==> src/rtl/btn_conditioner.sv <==
// Push-button front end: 2-FF sync, per-bit debounce, registered press/release pulses.
// Optional auto-repeat engine on held buttons, built only when AUTO_REPEAT_EN is defined.
module btn_conditioner #(
  parameter int                N_BTN      = 4,
  parameter bit                ACTIVE_LOW = 1'b1,
  parameter int                DB_CYCLES  = 1_000_000,
  parameter int                RPT_DELAY  = 25_000_000,
  parameter int                RPT_PERIOD = 5_000_000,
  parameter logic [N_BTN-1:0]  RPT_MASK   = N_BTN'(4'b0011)
) (
  input  logic             clk,
  input  logic             rst,
  input  logic [N_BTN-1:0] btn_raw,
  output logic [N_BTN-1:0] btn_level,
  output logic [N_BTN-1:0] btn_press,
  output logic [N_BTN-1:0] btn_release
);

  localparam int MAX_A = (DB_CYCLES > RPT_DELAY) ? DB_CYCLES : RPT_DELAY;
  localparam int MAX_C = (MAX_A > RPT_PERIOD) ? MAX_A : RPT_PERIOD;
  localparam int CW    = $clog2(MAX_C + 1);
  localparam logic [CW-1:0]    DB_LAST  = CW'(DB_CYCLES - 1);
  localparam logic [N_BTN-1:0] RAW_IDLE = ACTIVE_LOW ? '1 : '0;

  logic [N_BTN-1:0] sync1_q, sync1_d;
  logic [N_BTN-1:0] sync2_q, sync2_d;
  logic [N_BTN-1:0] stable_q, stable_d;
  logic [N_BTN-1:0] press_q, press_d;
  logic [N_BTN-1:0] release_q, release_d;
  logic [CW-1:0]    db_cnt_q [N_BTN];
  logic [CW-1:0]    db_cnt_d [N_BTN];
  logic [N_BTN-1:0] rpt_pulse;

  // sync2 holds the polarity-normalised value: 1 = pressed
  always_comb begin
    sync1_d  = btn_raw;
    sync2_d  = ACTIVE_LOW ? ~sync1_q : sync1_q;
    stable_d = stable_q;
    for (int i = 0; i < N_BTN; i++) begin
      db_cnt_d[i] = '0;
      if (sync2_q[i] != stable_q[i]) begin
        if (db_cnt_q[i] == DB_LAST) stable_d[i] = sync2_q[i];
        else                        db_cnt_d[i] = db_cnt_q[i] + CW'(1);
      end
    end
    press_d   = (stable_d & ~stable_q) | rpt_pulse;
    release_d = stable_q & ~stable_d;
  end

  always_ff @(posedge clk) begin
    if (rst) begin
      sync1_q   <= RAW_IDLE;
      sync2_q   <= '0;
      stable_q  <= '0;
      press_q   <= '0;
      release_q <= '0;
      for (int i = 0; i < N_BTN; i++) db_cnt_q[i] <= '0;
    end else begin
      sync1_q   <= sync1_d;
      sync2_q   <= sync2_d;
      stable_q  <= stable_d;
      press_q   <= press_d;
      release_q <= release_d;
      for (int i = 0; i < N_BTN; i++) db_cnt_q[i] <= db_cnt_d[i];
    end
  end

`ifdef AUTO_REPEAT_EN
  typedef enum logic [1:0] {RPT_IDLE, RPT_HOLD, RPT_RUN} rpt_state_e;

  localparam logic [CW-1:0] DELAY_LAST  = CW'(RPT_DELAY - 1);
  localparam logic [CW-1:0] PERIOD_LAST = CW'(RPT_PERIOD - 1);

  rpt_state_e    rpt_state_q [N_BTN];
  rpt_state_e    rpt_state_d [N_BTN];
  logic [CW-1:0] rpt_cnt_q   [N_BTN];
  logic [CW-1:0] rpt_cnt_d   [N_BTN];

  // Acceptance of a release wins over a repeat tick landing on the same cycle
  always_comb begin
    rpt_pulse = '0;
    for (int i = 0; i < N_BTN; i++) begin
      rpt_state_d[i] = rpt_state_q[i];
      rpt_cnt_d[i]   = rpt_cnt_q[i];
      if (RPT_MASK[i]) begin
        case (rpt_state_q[i])
          RPT_IDLE: begin
            if (stable_d[i] && !stable_q[i]) begin
              rpt_state_d[i] = RPT_HOLD;
              rpt_cnt_d[i]   = '0;
            end
          end
          RPT_HOLD, RPT_RUN: begin
            if (!stable_d[i]) begin
              rpt_state_d[i] = RPT_IDLE;
              rpt_cnt_d[i]   = '0;
            end else if (rpt_cnt_q[i] ==
                         ((rpt_state_q[i] == RPT_HOLD) ? DELAY_LAST : PERIOD_LAST)) begin
              rpt_pulse[i]   = 1'b1;
              rpt_state_d[i] = RPT_RUN;
              rpt_cnt_d[i]   = '0;
            end else begin
              rpt_cnt_d[i]   = rpt_cnt_q[i] + CW'(1);
            end
          end
          default: begin
            rpt_state_d[i] = RPT_IDLE;
            rpt_cnt_d[i]   = '0;
          end
        endcase
      end
    end
  end

  always_ff @(posedge clk) begin
    if (rst) begin
      for (int i = 0; i < N_BTN; i++) begin
        rpt_state_q[i] <= RPT_IDLE;
        rpt_cnt_q[i]   <= '0;
      end
    end else begin
      for (int i = 0; i < N_BTN; i++) begin
        rpt_state_q[i] <= rpt_state_d[i];
        rpt_cnt_q[i]   <= rpt_cnt_d[i];
      end
    end
  end
`else
  // No repeat engine: the mask only names repeat-capable bits, so it gates nothing here
  assign rpt_pulse = RPT_MASK & {N_BTN{1'b0}};
`endif

  assign btn_level   = stable_q;
  assign btn_press   = press_q;
  assign btn_release = release_q;

endmodule
==> config.mk <==
export PLATFORM = sky130hd
export DESIGN_NAME = btn_conditioner
export DESIGN_NICKNAME = d
export VERILOG_FILES = /design/src/rtl/btn_conditioner.sv
export SDC_FILE = /design/constraint.sdc
export NUM_CORES = 1
export LEC_CHECK = 0
export ABC_CLOCK_PERIOD_IN_PS = 4400
export BUFFER_PORTS_ARGS = -buffer_cell sky130_fd_sc_hd__buf_2
export CELL_PAD_IN_SITES_DETAIL_PLACEMENT = 1
export CELL_PAD_IN_SITES_GLOBAL_PLACEMENT = 2
export CORE_ASPECT_RATIO = 0.8
export CORE_MARGIN = 2
export CORE_UTILIZATION = 41
export DETAILED_ROUTE_END_ITERATION = 16
export GPL_TIMING_DRIVEN = 0
export PLACE_DENSITY_LB_ADDON = 0.1
export SETUP_SLACK_MARGIN = 0.2
export SYNTH_ARGS = -nofsm -noshare
export SYNTH_HDL_FRONTEND = slang
export SYNTH_SLANG_ARGS = --single-unit
==> constraint.sdc <==
create_clock -name clk -period 4.4 [get_ports clk]
set_input_delay 0.66 -clock clk [delete_from_list [all_inputs] [get_ports clk]]
set_output_delay 0.66 -clock clk [all_outputs]
set_load 0.01 [all_outputs]
==> results of run 1 <==
-- final timing paths --
kind / end / startpoint / cells after the start
hold reg to reg: sync2_q[3]$_SDFF_PP0_ / sync1_q[3]$_SDFF_PP1_ / 1
setup reg to reg: db_cnt_q[2][20]$_SDFF_PP0_ / db_cnt_q[2][0]$_SDFF_PP0_ / 7
setup / recovery: db_cnt_q[2][20]$_SDFF_PP0_ / db_cnt_q[2][0]$_SDFF_PP0_ / 7
hold / removal: sync2_q[3]$_SDFF_PP0_ / sync1_q[3]$_SDFF_PP1_ / 1
-- sequential cells by signal, indices dropped and copies added, names as in the netlist --
name	flops
sync2_q	4
db_cnt_q	100
btn_press	4
btn_release	4
btn_level	4
sync1_q	4
-- layout by cell type, fill, tap and decap left out, drive strengths merged --
cell,synthesis,layout
clkinv,0,1
nor2,70,70
o41ai,1,1
nor4,18,18
a21oi,41,41
xor2,21,21
o31ai,15,15
or2,7,7
nand2,31,31
a21o,1,1
and2,2,2
dfxtp,120,120
nor3b,1,1
and4,9,9
or4,22,22
buf,4,21
nor4b,9,9
and3,12,12
o21ai,28,28
clkbuf,16,45
nor3,20,20
o22ai,2,2
nand3,38,38
o221ai,1,1
ha,4,4
bufinv,0,1
inv,16,16
nand4bb,2,2
nand4,31,31
or3,27,27
a2bb2o,1,1
or4b,1,1
nand2b,4,4
xnor2,35,35
a31o,1,1
-- metrics by stage --
| stage | setup WS, ps | power [W] | util [%] | cell area (um2) | std cells |
|---|---|---|---|---|---|
| after CTS | 1710 | 0.00247 | 48.2 | 6130 | 834 |
| after global routing | 1510 | 0.00253 | 48.2 | 6130 | 834 |
| after floorplan | 2480 | 0.00113 | - | 5270 | 611 |
| final | 1710 | 0.00244 | 48.2 | 6130 | 834 |
| after global placement | 1790 | 0.00114 | 43.8 | 5580 | 803 |
| after detailed placement | 1780 | 0.00114 | 43.8 | 5580 | 803 |
-- per-layer routing --
layer	routed length [um]	part of all wire [%]	GRT usage, %
met2	6230	46	32.6
met4	182	1.3	6.76
met5	0	0	0
met3	484	3.6	6.19
met1	6690	49	29.0
-- power by group through the flow --
| stage | sequential, W | clock (W) | combinational [W] |
|---|---|---|---|
| after floorplan | 0.00112 | 0 | 0.0000147 |
| after global placement | 0.00112 | 0 | 0.0000243 |
| after detailed placement | 0.00112 | 0 | 0.0000250 |
| after CTS | 0.00110 | 0.00135 | 0.0000251 |
| after global routing | 0.00110 | 0.00141 | 0.0000274 |
| final | 0.00110 | 0.00132 | 0.0000242 |
-- cell type report --
class	count	area, um2	area share, %
tap	175	219	3.57
inverter	16	60.1	0.979
multi-input combinational	455	2730	44.6
buffer	20	78.8	1.29
clock inverter	2	35.0	0.571
clock buffer	29	520	8.49
timing repair buffer	17	85.1	1.39
sequential	120	2400	39.2
-- cell families (layout without fill, tap and decap cells) --
group / Yosys count / in the layout / synth area share (%)
AND/OR/NAND/NOR: 304 / 304 / 31.8
flip-flops: 120 / 120 / 45.6
XOR/XNOR: 56 / 56 / 9.30
buffers and inverters: 36 / 84 / 2.63
AO/OA/AOI/OAI: 91 / 91 / 9.75
adder cells (fa/ha/maj): 4 / 4 / 0.949
==> out/qor.txt, run 1 <==
Maximum vdd ir drop -> 0.277 mV
Hold/Removal Path Class -> flop to flop
Initial DRC count -> 236
Setup bufs post-CTS -> 0
Worst Setup Start Kind -> flop
H-Tree Depth -> 4
Endpoints failing hold -> 0
Yosys reg bits -> 120
Number of max-cap violations -> 0
IO Pins -> 18
Crit path time final -> 2690 ps
Synthesized instance count -> 611
Row cnt -> 37
Leakage -> 1.81 nW
TritonCTS clock tree -> yes
Slew headroom -> 60.4%
GRT overflow -> 0
TritonCTS Buffers -> 17
Power Internal -> 0.00195 W
Vias in the first global route -> 4,671
CTS max path bufs -> 2
RSZ-0062 raised after global routing -> false
Count leader, synth -> dfxtp_1
Largest net degree at the start of global routing -> 17
Post-cts resize count -> 0
CP endpoint kind -> flop
# clock sinks -> 120
Layout cells sized above 1 -> 8.19%
Primary FF master, synth -> dfxtp_1
Via count -> 4,643
Finish-stage setup viols -> 0
Max-slew violation count -> 0
Status -> completed
Ant. Diodes -> 0
Die X -> 131 um
Syn. warnings -> 0
Clock skew -> 10.8 ps
Worst-margin pin slew -> 587 ps
P_sw -> 0.000496 W
Critical path's top delay family -> buffers and inverters
DRC violations left -> 0
Final Cycle Share -> 61.1%
Required time worst endpoint -> 4680 ps
Clock transition at path regs -> 50 ps
Cells along the critical path -> ha_1 > and3_1 > clkbuf_1 > nand4_1 > o21ai_0 > clkbuf_1 > a21oi_1
CP max-delay cell -> o21ai_0
Final WL -> 13,600 um
Synth top cells by count -> dfxtp_1, nor2_1, a21oi_1
Crit path buf inv count -> 2
GRT Util Overall -> 21.3%
CTS Hold Buffers Added -> 0
Worst R2R Setup Slack -> 1710 ps
Root buf cell -> clkbuf_16
Initial Util -> 41.4%
Crit Path Max Fanout -> 10
Setup_tns -> 0 ps
Arr. time, crit path -> 2960 ps
Most used cell, CP -> clkbuf_1
DIE AREA -> 13,800 um2
DP HPWL -> 9530 um
P&R area growth vs syn -> 16.3%
EDFF count, synth -> 0
Vias per inst -> 5.57
Critical Path Max Stage Delay -> 540 ps
Power per cell area -> 398 nW/um2
Sw frac -> 20.3%
Seq pwr share -> 44.8%
Clock Power Share -> 54.2%
Core footprint -> 12,700 um2
Async SR Flop Fraction -> 0%
Post-synth top area cell -> dfxtp_1
Combinational share of power -> 1.0%
Initial antenna violation count -> 0
Top cells by area, synth -> dfxtp_1, xnor2_1, nor2_1
Worst hold slack -> 377 ps
Highest clock rate -> 372 MHz
Fillers -> 1,533
# port buffers -> 17
Worst-skew pair later-pin latency -> 420 ps
Yosys cell types -> 38
Seq/Total Area, Yosys -> 45.6%
Avg Cell Area, Syn -> 8.63 um2
Pre-Repair DR Iteration Count -> 6
Antenna Violating Nets Remaining -> 0
Post-Syn Nets -> 621
Top cell type's share of synthesized area -> 45.6%
First-pass GRT wire length -> 23,200 um
Nets -> 657
Gpl congestion -> 0.757
CP Class -> flop to flop
DR WL/cell -> 16.3 um
Synth Cell Area -> 5270 um2
Die height -> 105 um
(Power assumes the default switching activity.)
==> run 2, diff against run 1 <==
ABC_AREA = 1   (was not set)
ABC_CLOCK_PERIOD_IN_PS = 2200   (was 4400)
CORE_UTILIZATION = 31   (was 41)
clock period = 2.2 ns   (was 4.4 ns; I/O delays follow)
==> run 2 against run 1 <==
  * Clock power rose by 120%
  * Global-route usage fell by 3.7 points
  * Synthesized cell count up 60%
  * Count of clock-buffer cells in the layout fell by 7
  * Cell area is 20% higher
  * First-iteration DRC count up 12%
  * Flip-flop and latch count is the same
  * Utilization decreased by 11 points
  * Synthesized area up 20%
  * Critical path type unchanged
==> out/qor.txt, run 2 <==
Die X -> 164 um (+25%)
Final WL -> 17,700 um (+30%)
CP endpoint kind -> flop
Status -> completed
Leakage -> 2.30 nW (+27%)
Number of max-cap violations -> 0 (unchanged)
RSZ-0062 raised after global routing -> false
Hold/Removal Path Class -> primary input to flop
EDFF count, synth -> 0 (unchanged)
DP HPWL -> 13,700 um (+43%)
Final Cycle Share -> 76.0% (+15 points)
Max-slew violation count -> 0 (unchanged)
Worst Slack Setup Final -> 528 ps (-1190 ps)
Count leader, synth -> nand2_1
Most frequent cells in the layout -> nand2_1, nor2_1, dfxtp_1, inv_1, nand3_1
Seq/Total Area, Yosys -> 38.0% (-7.6 points)
Arr. time, crit path -> 1980 ps (-980 ps)
Layout cells sized above 1 -> 10.4% (+2.2 points)
Finish-stage setup viols -> 0 (unchanged)
Setup_tns -> 0 ps (unchanged)
DIE AREA -> 21,600 um2 (+56%)
H-Tree Depth -> 4 (unchanged)
Row cnt -> 46 (+24%)
Vias per inst -> 4.51 (-19%)
Root buf cell -> clkbuf_16
Cells along the critical path -> ha_1 > nand3_2 > nor2_1 > nand2_1 > nand2_2 > buf_6 > a21oi_1
CP max-delay cell -> dfxtp_1
TritonCTS Buffers -> 17 (unchanged)
Gpl congestion -> 0.747 (-1.2%)
Post-synth top area cell -> dfxtp_1
CP Class -> flop to flop
Worst R2R Setup Slack -> 530 ps (-1190 ps)
Worst-margin pin slew -> 499 ps (-87.8 ps)
Synth Cell Area -> 6330 um2 (+20%)
IO Pins -> 18 (unchanged)
Initial antenna violation count -> 0 (unchanged)
Yosys reg bits -> 120 (unchanged)
Setup bufs post-CTS -> 0 (unchanged)
Endpoints failing hold -> 0 (unchanged)
Ant. Diodes -> 0 (unchanged)
Clock transition at path regs -> 50 ps (about the same)
DP Worst Slack -> 495 ps (-1290 ps)
P&R area growth vs syn -> 16.0%
DR WL/cell -> 13.7 um (-16%)
Nets -> 1,025 (+56%)
Critical path's top delay family -> simple AND/OR/NAND/NOR gates
Crit Path Max Fanout -> 10 (unchanged)
CTS max path bufs -> 2 (unchanged)
Critical Path Max Stage Delay -> 370 ps (-170 ps)
Count of non-filler cells in the finished layout -> 1,292 (+55%)
Crit path buf inv count -> 1 (-1)
Power per cell area -> 708 nW/um2 (+78%)
GRT Util Overall -> 17.6% (-3.7 points)
Antenna Violating Nets Remaining -> 0 (unchanged)
Via count -> 5,828 (+26%)
Post-Syn Nets -> 990 (+59%)
Primary FF master, synth -> dfxtp_1
Pre-Repair DR Iteration Count -> 4 (-2)
Maximum vdd ir drop -> 0.481 mV (+74%)
Largest net degree at the start of global routing -> 17 (unchanged)
CTS Hold Buffers Added -> 0 (unchanged)
TritonCTS clock tree -> yes
Synthesized instance count -> 980 (+60%)
Initial DRC count -> 264 (+12%)
Worst-skew pair later-pin latency -> 430 ps (about the same)
Placed insts -> 1,260 (+57%)
Vias in the first global route -> 5,772 (+24%)
DRC violations left -> 0 (unchanged)
Highest clock rate -> 598 MHz (+61%)
Crit path time final -> 1670 ps (-1010 ps)
Syn. warnings -> 0 (unchanged)
Slew headroom -> 66.4% (+6.0 points)
First-pass GRT wire length -> 29,800 um (+29%)
Async SR Flop Fraction -> 0% (unchanged)
Top cell type's share of synthesized area -> 38.0% (-7.6 points)
Required time worst endpoint -> 2510 ps (-2170 ps)
Initial Util -> 31.8% (-9.7 points)
Worst Setup Start Kind -> flop
Top cells by area, synth -> dfxtp_1, nand2_1, nor2_1
Most common cell after layout, fill and taps aside -> nand2_1
# clock sinks -> 120 (unchanged)
Clock skew -> 14.2 ps (+3.35 ps)
GRT overflow -> 0 (unchanged)
Die height -> 132 um (+25%)
# port buffers -> 16 (-1)
Core footprint -> 19,900 um2 (+56%)
Fillers -> 2,611 (+70%)
Avg Cell Area, Syn -> 6.46 um2 (-25%)
Max FFs per register -> 100 (unchanged)
Synth top cells by count -> nand2_1, nor2_1, dfxtp_1
Post-cts resize count -> 0 (unchanged)
Most flops, register -> db_cnt_q
Yosys cell types -> 29 (-24%)
[run 2: worst paths after layout]
check                                 start                         end  cells past startpoint
hold reg to reg       sync1_q[3]$_SDFF_PP1_       sync2_q[3]$_SDFF_PP0_                      1
setup reg to reg  db_cnt_q[0][0]$_SDFF_PP0_  db_cnt_q[0][22]$_SDFF_PP0_                      7
setup / recovery  db_cnt_q[0][0]$_SDFF_PP0_  db_cnt_q[0][22]$_SDFF_PP0_                      7
hold / removal                   btn_raw[3]       sync1_q[3]$_SDFF_PP1_                      2
[run 2: kinds of logic after synthesis]
group                      after synthesis  synth area share (%)
adders and majority gates                4                 0.791
DFF                                    120                  38.0
AOI/OAI and AO/OA                       69                  6.61
xor gates and xnor gates                33                  4.57
and+or+nand+nor                        640                  42.2
buffers and inverters                  114                  7.85
[run 2: layer usage]
metal  track usage, %  part of all wire [%]  vias to the layer above
met3             3.59                   2.0                       14
met5                0                     0                        -
li1                 -                     -                     3103
met2             25.6                    42                       49
met1             26.2                    55                     2662
met4             5.07                  0.98                        0
[run 2: area by class of cell]
cell class / instances / area (um2) / area share, %
repair buffers: 16 / 80.1 / 1.09
clock buffers: 22 / 454 / 6.19
multi-input cells: 746 / 3430 / 46.7
inverters: 104 / 390 / 5.32
clock inverters: 10 / 150 / 2.05
well taps: 264 / 330 / 4.50
flip-flops and latches: 120 / 2400 / 32.7
plain buffers: 10 / 106 / 1.45
[run 2: power breakdown]
part / switching, W / leakage, nW / internal (W) / total (W)
combinational: 0.0000374 / 1.03 / 0.0000195 / 0.0000569
sequential: 0.00000588 / 0.968 / 0.00218 / 0.00219
clock: 0.00104 / 0.301 / 0.00191 / 0.00295
total: 0.00108 / 2.29 / 0.00412 / 0.00520
[run 2: per-stage QoR]
stage,hold WS (ps),cell area (um2),utilization (%),total power (W)
after CTS,93.1,7340,36.9,0.00529
after global routing,99.7,7340,36.9,0.00539
after global placement,364,6740,33.8,0.00230
final,104,7340,36.9,0.00520
after floorplan,363,6330,-,0.00227
after detailed placement,376,6740,33.8,0.00230
